## config.mk

```make
export PLATFORM = sky130hd
export DESIGN_NAME = pg_serial_adder
export DESIGN_NICKNAME = d
export VERILOG_FILES = /design/src/rtl/pg_defs.sv /design/src/rtl/pg_digit.sv /design/src/rtl/pg_serial_adder.sv
export SDC_FILE = /design/constraint.sdc
export NUM_CORES = 1
export LEC_CHECK = 0
export CORE_MARGIN = 5
export CORE_UTILIZATION = 55
export CTS_CLUSTER_SIZE = 14
export DETAILED_ROUTE_END_ITERATION = 10
export PLACE_DENSITY = 0.93
export SLEW_MARGIN = 25
export SYNTH_ARGS = -nofsm -noshare
export SYNTH_HDL_FRONTEND = slang
export SYNTH_HIERARCHICAL = 1
export SYNTH_SLANG_ARGS = --single-unit
```

## constraint.sdc

```tcl
create_clock -name clk -period 7.55 [get_ports clk]
set_clock_uncertainty 0.15 [all_clocks]
set_input_delay 1.1325 -clock clk [delete_from_list [all_inputs] [get_ports clk]]
set_output_delay 1.1325 -clock clk [all_outputs]
set_load 0.02 [all_outputs]
```

## src/rtl/pg_defs.sv

```systemverilog
// Shared definitions for the digit-serial P/G adder.
// State encoding, default geometry and width helpers.
package pg_defs;

    typedef enum logic [1:0] {
        IDLE = 2'd0,
        RUN  = 2'd1,
        DONE = 2'd2
    } state_e;

    localparam int DEF_WIDTH = 16;
    localparam int DEF_DIGIT = 4;

    function automatic int num_digits(input int w, input int d);
        return w / d;
    endfunction

    function automatic int cnt_width(input int n);
        return (n <= 1) ? 1 : $clog2(n);
    endfunction

endpackage

```

## src/rtl/pg_digit.sv

```systemverilog
// One DIGIT-bit slice: per-bit P/G, ripple carry, digit P/G.
// Purely combinational; the parent owns all state.
module pg_digit
    import pg_defs::*;
#(
    parameter int DIGIT = DEF_DIGIT
) (
    input  logic [DIGIT-1:0] a_i,
    input  logic [DIGIT-1:0] b_i,
    input  logic             cin_i,
    output logic [DIGIT-1:0] s_o,
    output logic             cout_o,
    output logic             c_msb_in_o,
    output logic             p_d_o,
    output logic             g_d_o
);

    logic [DIGIT-1:0] p;
    logic [DIGIT-1:0] g;
    logic [DIGIT:0]   c;
    logic             gz;

    assign p = a_i ^ b_i;
    assign g = a_i & b_i;

    // Ripple the slice carry; gz is the same chain seeded with 0.
    always_comb begin
        c    = '0;
        gz   = 1'b0;
        c[0] = cin_i;
        for (int j = 0; j < DIGIT; j++) begin
            c[j+1] = g[j] | (p[j] & c[j]);
            gz     = g[j] | (p[j] & gz);
        end
    end

    assign s_o        = p ^ c[DIGIT-1:0];
    assign cout_o     = c[DIGIT];
    assign c_msb_in_o = c[DIGIT-1];
    assign p_d_o      = &p;
    assign g_d_o      = gz;

endmodule

```

## src/rtl/pg_serial_adder.sv

```systemverilog
// Digit-serial add/sub producing P/G with a registered carry.
// Optional group P/G outputs: define PG_GROUP_OUT_EN.
module pg_serial_adder
    import pg_defs::*;
#(
    parameter int WIDTH = DEF_WIDTH,
    parameter int DIGIT = DEF_DIGIT
) (
    input  logic             clk,
    input  logic             rst,
    input  logic             start,
    input  logic             sub,
    input  logic [WIDTH-1:0] a,
    input  logic [WIDTH-1:0] b,
    output logic             busy,
    output logic             done,
    output logic [WIDTH-1:0] sum,
    output logic             cout,
    output logic             overflow,
    output logic             grp_p,
    output logic             grp_g
);

    localparam int NUM_DIGITS = num_digits(WIDTH, DIGIT);
    localparam int CW         = cnt_width(NUM_DIGITS);
    localparam logic [CW-1:0] LAST = CW'(NUM_DIGITS - 1);

    state_e           state_q, state_d;
    logic [WIDTH-1:0] op_a_q, op_a_d;
    logic [WIDTH-1:0] op_b_q, op_b_d;
    logic [WIDTH-1:0] sum_q, sum_d;
    logic [CW-1:0]    cnt_q, cnt_d;
    logic             carry_q, carry_d;
    logic             cout_q, cout_d;
    logic             ovf_q, ovf_d;

    logic [DIGIT-1:0] dig_s;
    logic             dig_c;
    logic             dig_cm;
    logic             dig_p;
    logic             dig_g;
    logic             accept;
    logic             last;

    assign accept = (state_q == IDLE) && start;
    assign last   = (state_q == RUN) && (cnt_q == LAST);

    pg_digit #(
        .DIGIT(DIGIT)
    ) u_digit (
        .a_i       (op_a_q[cnt_q*DIGIT +: DIGIT]),
        .b_i       (op_b_q[cnt_q*DIGIT +: DIGIT]),
        .cin_i     (carry_q),
        .s_o       (dig_s),
        .cout_o    (dig_c),
        .c_msb_in_o(dig_cm),
        .p_d_o     (dig_p),
        .g_d_o     (dig_g)
    );

    // Next state and datapath: latch on accept, one digit per RUN cycle.
    always_comb begin
        state_d = state_q;
        op_a_d  = op_a_q;
        op_b_d  = op_b_q;
        sum_d   = sum_q;
        cnt_d   = cnt_q;
        carry_d = carry_q;
        cout_d  = cout_q;
        ovf_d   = ovf_q;
        unique case (state_q)
            IDLE: begin
                if (start) begin
                    op_a_d  = a;
                    op_b_d  = sub ? ~b : b;
                    carry_d = sub;
                    cnt_d   = '0;
                    sum_d   = '0;
                    state_d = RUN;
                end
            end
            RUN: begin
                sum_d[cnt_q*DIGIT +: DIGIT] = dig_s;
                carry_d = dig_c;
                if (cnt_q == LAST) begin
                    cnt_d   = '0;
                    cout_d  = dig_c;
                    ovf_d   = dig_cm ^ dig_c;
                    state_d = DONE;
                end else begin
                    cnt_d = cnt_q + CW'(1);
                end
            end
            DONE: begin
                state_d = IDLE;
            end
            default: begin
                state_d = IDLE;
            end
        endcase
    end

    // State and datapath registers; reset discards any partial result.
    always_ff @(posedge clk or posedge rst) begin
        if (rst) begin
            state_q <= IDLE;
            op_a_q  <= '0;
            op_b_q  <= '0;
            sum_q   <= '0;
            cnt_q   <= '0;
            carry_q <= 1'b0;
            cout_q  <= 1'b0;
            ovf_q   <= 1'b0;
        end else begin
            state_q <= state_d;
            op_a_q  <= op_a_d;
            op_b_q  <= op_b_d;
            sum_q   <= sum_d;
            cnt_q   <= cnt_d;
            carry_q <= carry_d;
            cout_q  <= cout_d;
            ovf_q   <= ovf_d;
        end
    end

    assign busy     = (state_q == RUN);
    assign done     = (state_q == DONE);
    assign sum      = sum_q;
    assign cout     = cout_q;
    assign overflow = ovf_q;

`ifdef PG_GROUP_OUT_EN
    logic pacc_q, pacc_d;
    logic gacc_q, gacc_d;
    logic gp_q, gp_d;
    logic gg_q, gg_d;

    // Fold digit P/G into word group P/G; publish on the last digit.
    always_comb begin
        pacc_d = pacc_q;
        gacc_d = gacc_q;
        gp_d   = gp_q;
        gg_d   = gg_q;
        if (accept) begin
            pacc_d = 1'b1;
            gacc_d = 1'b0;
            gp_d   = 1'b0;
            gg_d   = 1'b0;
        end else if (state_q == RUN) begin
            pacc_d = pacc_q & dig_p;
            gacc_d = dig_g | (dig_p & gacc_q);
            if (last) begin
                gp_d = pacc_d;
                gg_d = gacc_d;
            end
        end
    end

    // Group accumulator and output registers.
    always_ff @(posedge clk or posedge rst) begin
        if (rst) begin
            pacc_q <= 1'b0;
            gacc_q <= 1'b0;
            gp_q   <= 1'b0;
            gg_q   <= 1'b0;
        end else begin
            pacc_q <= pacc_d;
            gacc_q <= gacc_d;
            gp_q   <= gp_d;
            gg_q   <= gg_d;
        end
    end

    assign grp_p = gp_q;
    assign grp_g = gg_q;
`else
    logic unused_pg;
    assign unused_pg = dig_p ^ dig_g ^ accept ^ last;
    assign grp_p     = 1'b0;
    assign grp_g     = 1'b0;
`endif

endmodule

```

=== Word level (Yosys, flattened, before mapping) ===
Index checks and enable logic that the tools add are counted.

* Equal/unequal tests: 5
* Shifts and indexed selects: 4
* Bitwise logic cells: 13
* Muxes and demuxes: 12
* Reduce and logical (&&, ||, !) cells: 6
* $add $sub $neg: 2

{| class="wikitable"
|+ Operators with widths
! cell !! number
|-
| $neg 4->34 || 1
|-
| $shift 4x34->16 const A || 1
|-
| $shiftx 4x34->16 || 1
|-
| $mux 16 || 2
|-
| $pmux 16 s2 || 1
|-
| $shiftx 16x5->4 || 2
|-
| $bwmux 16 || 1
|-
| $not 16->16 || 1
|-
| $mux 2 || 4
|-
| $pmux 2 s2 || 2
|-
| $reduce_and 2->1 || 4
|-
| $xor 4x4->4 || 2
|-
| $and 1x1->1 || 4
|-
| $and 4x4->4 || 1
|-
| $eq 2x2->1 const B || 2
|-
| $or 1x1->1 || 4
|-
| $add 2x1->2 const B || 1
|-
| $eq 2x1->1 const B || 1
|-
| $logic_not 2->1 || 1
|-
| $ne 2x1->1 const B || 1
|-
| $ne 2x2->1 const B || 1
|-
| $pmux 1 s2 || 1
|-
| $reduce_bool 2->1 || 1
|-
| $mux 1 || 1
|-
| $xor 1x1->1 || 1
|}

* Flip-flop bits (word level): 55
* Logic and storage cells: 50
* Input bits: 36
* Output and inout port bits: 22

=== Longest topological paths before layout ===
* Depth after elaboration: 12
* Mapped depth: 12
* Gate-level depth less buffers: 11

=== Cells and area by module ===
Netlist, hierarchy kept.

{| class="wikitable"
|+ By module, submodules not included
! module !! cells each !! times used !! area each (µm²) !! seq. area each (µm²)
|-
| pg_serial_adder || 201 || 1 || 2,573.7 || 1,376.3
|-
| pg_digit || 23 || 1 || 195.2 || 0.0
|}

=== Worst setup path before layout ===
No wires, ideal clock.

* Path type: register to register
* Start point: register cnt_q[0]
* End point: register carry_q
* Library setup time: 0.126 ns
* Cell stages (with the launch flop): 12
* Path buffers: 1
* Arrival: 2.834 ns
* Required time: 7.274 ns
* Path slack: 4.440 ns
* Period minus slack after synthesis: 3.110 ns
* Path through: dfrtp_1 > buf_2 > mux4_2 > inv_1 > fa_1 > inv_1 > fa_1 > inv_1 > fa_1 > inv_1 > fa_1 > a221o_1

* Word-level cells in the longest chain between the ends: 11
* Elaborated cells on any way between the ends: 13
* Classes of those cells: 2 x shift; 1 x mux; 10 x bitwise

{| class="wikitable"
|+ Ends and longest elaborated chain
! what !! RTL line !! source
|-
| start: declaration || pg_serial_adder.sv:32 || <nowiki>logic [CW-1:0] cnt_q, cnt_d;</nowiki>
|-
| start signal: assignment || pg_serial_adder.sv:119 || <nowiki>cnt_q <= cnt_d;</nowiki>
|-
| $shiftx 16x5->4, on equally long branches || pg_serial_adder.sv:51, pg_serial_adder.sv:52 ||
|-
| $xor 4x4->4 || pg_digit.sv:23 || <nowiki>assign p = a_i ^ b_i;</nowiki>
|-
| $and 1x1->1 || pg_digit.sv:32 || <nowiki>c[j+1] = g[j] | (p[j] & c[j]);</nowiki>
|-
| $or 1x1->1 || pg_digit.sv:32 ||
|-
| $and 1x1->1 || pg_digit.sv:32 ||
|-
| $or 1x1->1 || pg_digit.sv:32 ||
|-
| $and 1x1->1 || pg_digit.sv:32 ||
|-
| $or 1x1->1 * || pg_digit.sv:32 ||
|-
| named net dig_cm || pg_serial_adder.sv:39 || <nowiki>logic dig_cm;</nowiki>
|-
| $and 1x1->1 * || pg_digit.sv:32 ||
|-
| $or 1x1->1 * || pg_digit.sv:32 ||
|-
| named net dig_c || pg_serial_adder.sv:38 || <nowiki>logic dig_c;</nowiki>
|-
| $pmux 1 s2 * || pg_serial_adder.sv:71 || <nowiki>unique case (state_q)</nowiki>
|-
| end signal: assignment || pg_serial_adder.sv:120 || <nowiki>carry_q <= carry_d;</nowiki>
|-
| end: declaration || pg_serial_adder.sv:33 || <nowiki>logic carry_q, carry_d;</nowiki>
|}

Mark *: on every way through the listed nets, which the timed path passes. The rest lies on a longest branch.
A chain may end at the register's enable or synchronous reset.

=== Worst setup path after layout ===
* Start point: register cnt_q[0]
* End point: register sum_q[7], in the netlist sum[7]

* Word-level cells in the longest chain between the ends: 12
* Elaborated cells on any way between the ends: 16
* Classes of those cells: 1 x add/sub; 4 x shift; 2 x mux; 9 x bitwise

{| class="wikitable"
|+ Ends and longest elaborated chain
! what !! RTL line !! source
|-
| $shiftx 16x5->4, on equally long branches || pg_serial_adder.sv:51, pg_serial_adder.sv:52 ||
|-
| $xor 4x4->4 || pg_digit.sv:23 ||
|-
| $and 1x1->1 || pg_digit.sv:32 ||
|-
| $or 1x1->1 || pg_digit.sv:32 ||
|-
| $and 1x1->1 || pg_digit.sv:32 ||
|-
| $or 1x1->1 || pg_digit.sv:32 ||
|-
| $and 1x1->1 || pg_digit.sv:32 ||
|-
| $or 1x1->1 * || pg_digit.sv:32 ||
|-
| named net dig_cm || pg_serial_adder.sv:39 ||
|-
| $xor 4x4->4 * || pg_digit.sv:37 || <nowiki>assign s_o = p ^ c[DIGIT-1:0];</nowiki>
|-
| named net dig_s[3] || pg_serial_adder.sv:37 || <nowiki>logic [DIGIT-1:0] dig_s;</nowiki>
|-
| $shiftx 4x34->16 * || pg_serial_adder.sv:83 || <nowiki>sum_d[cnt_q*DIGIT +: DIGIT] = dig_s;</nowiki>
|-
| $bwmux 16 * || pg_serial_adder.sv:83 ||
|-
| $pmux 16 s2 * || pg_serial_adder.sv:71 ||
|-
| end signal: assignment || pg_serial_adder.sv:118 || <nowiki>sum_q <= sum_d;</nowiki>
|-
| end: declaration || pg_serial_adder.sv:31 || <nowiki>logic [WIDTH-1:0] sum_q, sum_d;</nowiki>
|}

Marks and branches as above.

==> flow_metrics.env <==
export IMPL_status="finished clean"
export IMPL_clock_sinks=55
export IMPL_dpl_cell_area_mm2=0.00327
export IMPL_numPortBuffers=55
export IMPL_cp_arrival_ns=3.47
export IMPL_syn_area_per_cell_um2=12.5
export IMPL_post_cts_buffers=0
export IMPL_ant_nets=0
export IMPL_grt_max_degree=56
export IMPL_grt_pass1_vias=1906
export IMPL_slew_headroom_pct=38.3
export IMPL_leakage_nw=1.45
export IMPL_dr_pass1_iters=4
export IMPL_peakVddDrop_mv=0.261
export IMPL_area_delta_synth_final_pct=25.8
export IMPL_overflow=0
export IMPL_grt_pass1_wl_um=9120
export IMPL_path_clk_slew_ns=0.10
export IMPL_cts_tree="built"
export IMPL_syn_area_mm2=0.00269
export IMPL_drive_gt1_share_pct=7.87
export IMPL_drv_cap=0
export IMPL_dieArea_mm2=0.00639
export IMPL_fp_row_count=25
export IMPL_start_util_pct=57.0
export IMPL_path_class="register to register"
export IMPL_place_hpwl_um=4110
export IMPL_max_clock_path_buffers=2
export IMPL_period_share_pct=45.2
export IMPL_drt_iter0_drc=131
export IMPL_io_pins=58
export IMPL_layout_common_cells="55 x dfrtp_1, 55 x clkdlybuf4s50_1"
export IMPL_core_area_mm2=0.00472
export IMPL_drv_slew=0
export IMPL_power_density_mw_per_mm2=438
export IMPL_cp_required_ns=7.61
export IMPL_fmax_ghz=0.293
export IMPL_antenna_cells=0
export IMPL_insertion_delay_ns=0.31
export IMPL_hold_class="register to register"
export IMPL_die_h_um=80.0
export IMPL_gp_congestion=0.821
export IMPL_wirelength_um=5430
export IMPL_finalSetupViolCount=0
export IMPL_cts_root_buf="clkbuf_8"
export IMPL_min_period_ns=3.41
export IMPL_gr_usage_all_layers_pct=18.8
export IMPL_hold_viol=0
export IMPL_yosysWarnings=6
export IMPL_netlist_instances=215
export IMPL_dp_cells=326
export IMPL_post_cts_resized=0
export IMPL_fin_area_mm2=0.00339
export IMPL_layout_area_seq_mm2=0.00138
export IMPL_multi_input_area_mm2=0.00119
export IMPL_rsz0062_at_grt="no"
export IMPL_stdcell_count=334
export IMPL_max_slew_worst_pin_slew_ns=0.923
export IMPL_final_core_util_pct=71.7
export IMPL_hold_buffers=0
export IMPL_critPathLaunchType="register"
export IMPL_drt_wirelength_per_cell_um=16.3
export IMPL_htreeDepth=2
export IMPL_dr_total_vias=1793
export IMPL_avgViaCountPerCell=5.37
export IMPL_final_fill_count=310
export IMPL_grt_antenna_before_repair=0
export IMPL_cts_buffers=5
export IMPL_critical_path_max_fanout=15
export IMPL_drcViolationCount=0
export IMPL_nets=312
export IMPL_die_w_um=80.0
export IMPL_crit_path_end_kind="register"
export IMPL_tns_ns=0
-- routing by layer --
metal / up-vias / track usage (%) / routed length, um / part of all wire [%]
met5: - / 0 / 0 / 0
met4: 0 / 6.08 / 88 / 1.6
met3: 9 / 4.63 / 276 / 5.1
met2: 50 / 32.7 / 2860 / 53
met1: 892 / 22.9 / 2200 / 41
li1: 842 / - / - / -
-- metrics by stage --
stage	worst slack, ns	hold WS (ns)	power [W]
6_report	4.14	0.348	0.00148
5_1_grt	3.96	0.373	0.00159
4_1_cts	4.13	0.349	0.00149
3_5_place_dp	4.14	0.327	0.00128
3_3_place_gp	4.26	0.311	0.00124
2_1_floorplan	4.47	0.302	0.00103
-- worst max-delay path, stage by stage (launching register included) --
cell     delay [ns]
dfrtp_1        0.79
mux4_2         0.58
inv_1          0.09
fa_1           0.17
inv_1          0.06
fa_1           0.39
inv_1          0.09
fa_1           0.16
inv_1          0.06
fa_1           0.53
a22o_1         0.24
-- where the power goes --
group          switching, W  internal (W)
Combinational      0.000389      0.000355
Sequential         0.000114      0.000423
Clock             0.0000941      0.000107
Total              0.000597      0.000886
-- registers in the layout, indices dropped and copies added, names as in the netlist --
register  flops
sum          16
cout          1
state_q       2
overflow      1
carry_q       1
op_a_q       16
op_b_q       16
cnt_q         2
-- cell type report --
class | count | area share (%)
Clock buffer | 6 | 2.44
Clock inverter | 2 | 1.03
Inverter | 15 | 1.74
Multi-Input combinational cell | 133 | 35.2
Sequential cell | 55 | 40.6
Tap cell | 67 | 2.48
Timing Repair Buffer | 56 | 16.5
-- final timing paths --
path                       startpoint        end  slack (ns)  cells past startpoint
setup / recovery             cnt_q[0]     sum[7]        4.14                     10
hold / removal              op_a_q[3]  op_a_q[3]        0.35                      1
setup reg to reg             cnt_q[0]     sum[7]        4.14                     10
hold reg to reg             op_a_q[3]  op_a_q[3]        0.35                      1
max in group asynchronous         rst   overflow        5.70                      2
min in group asynchronous         rst  op_a_q[4]        1.10                      2
(Power assumes the default switching activity.)
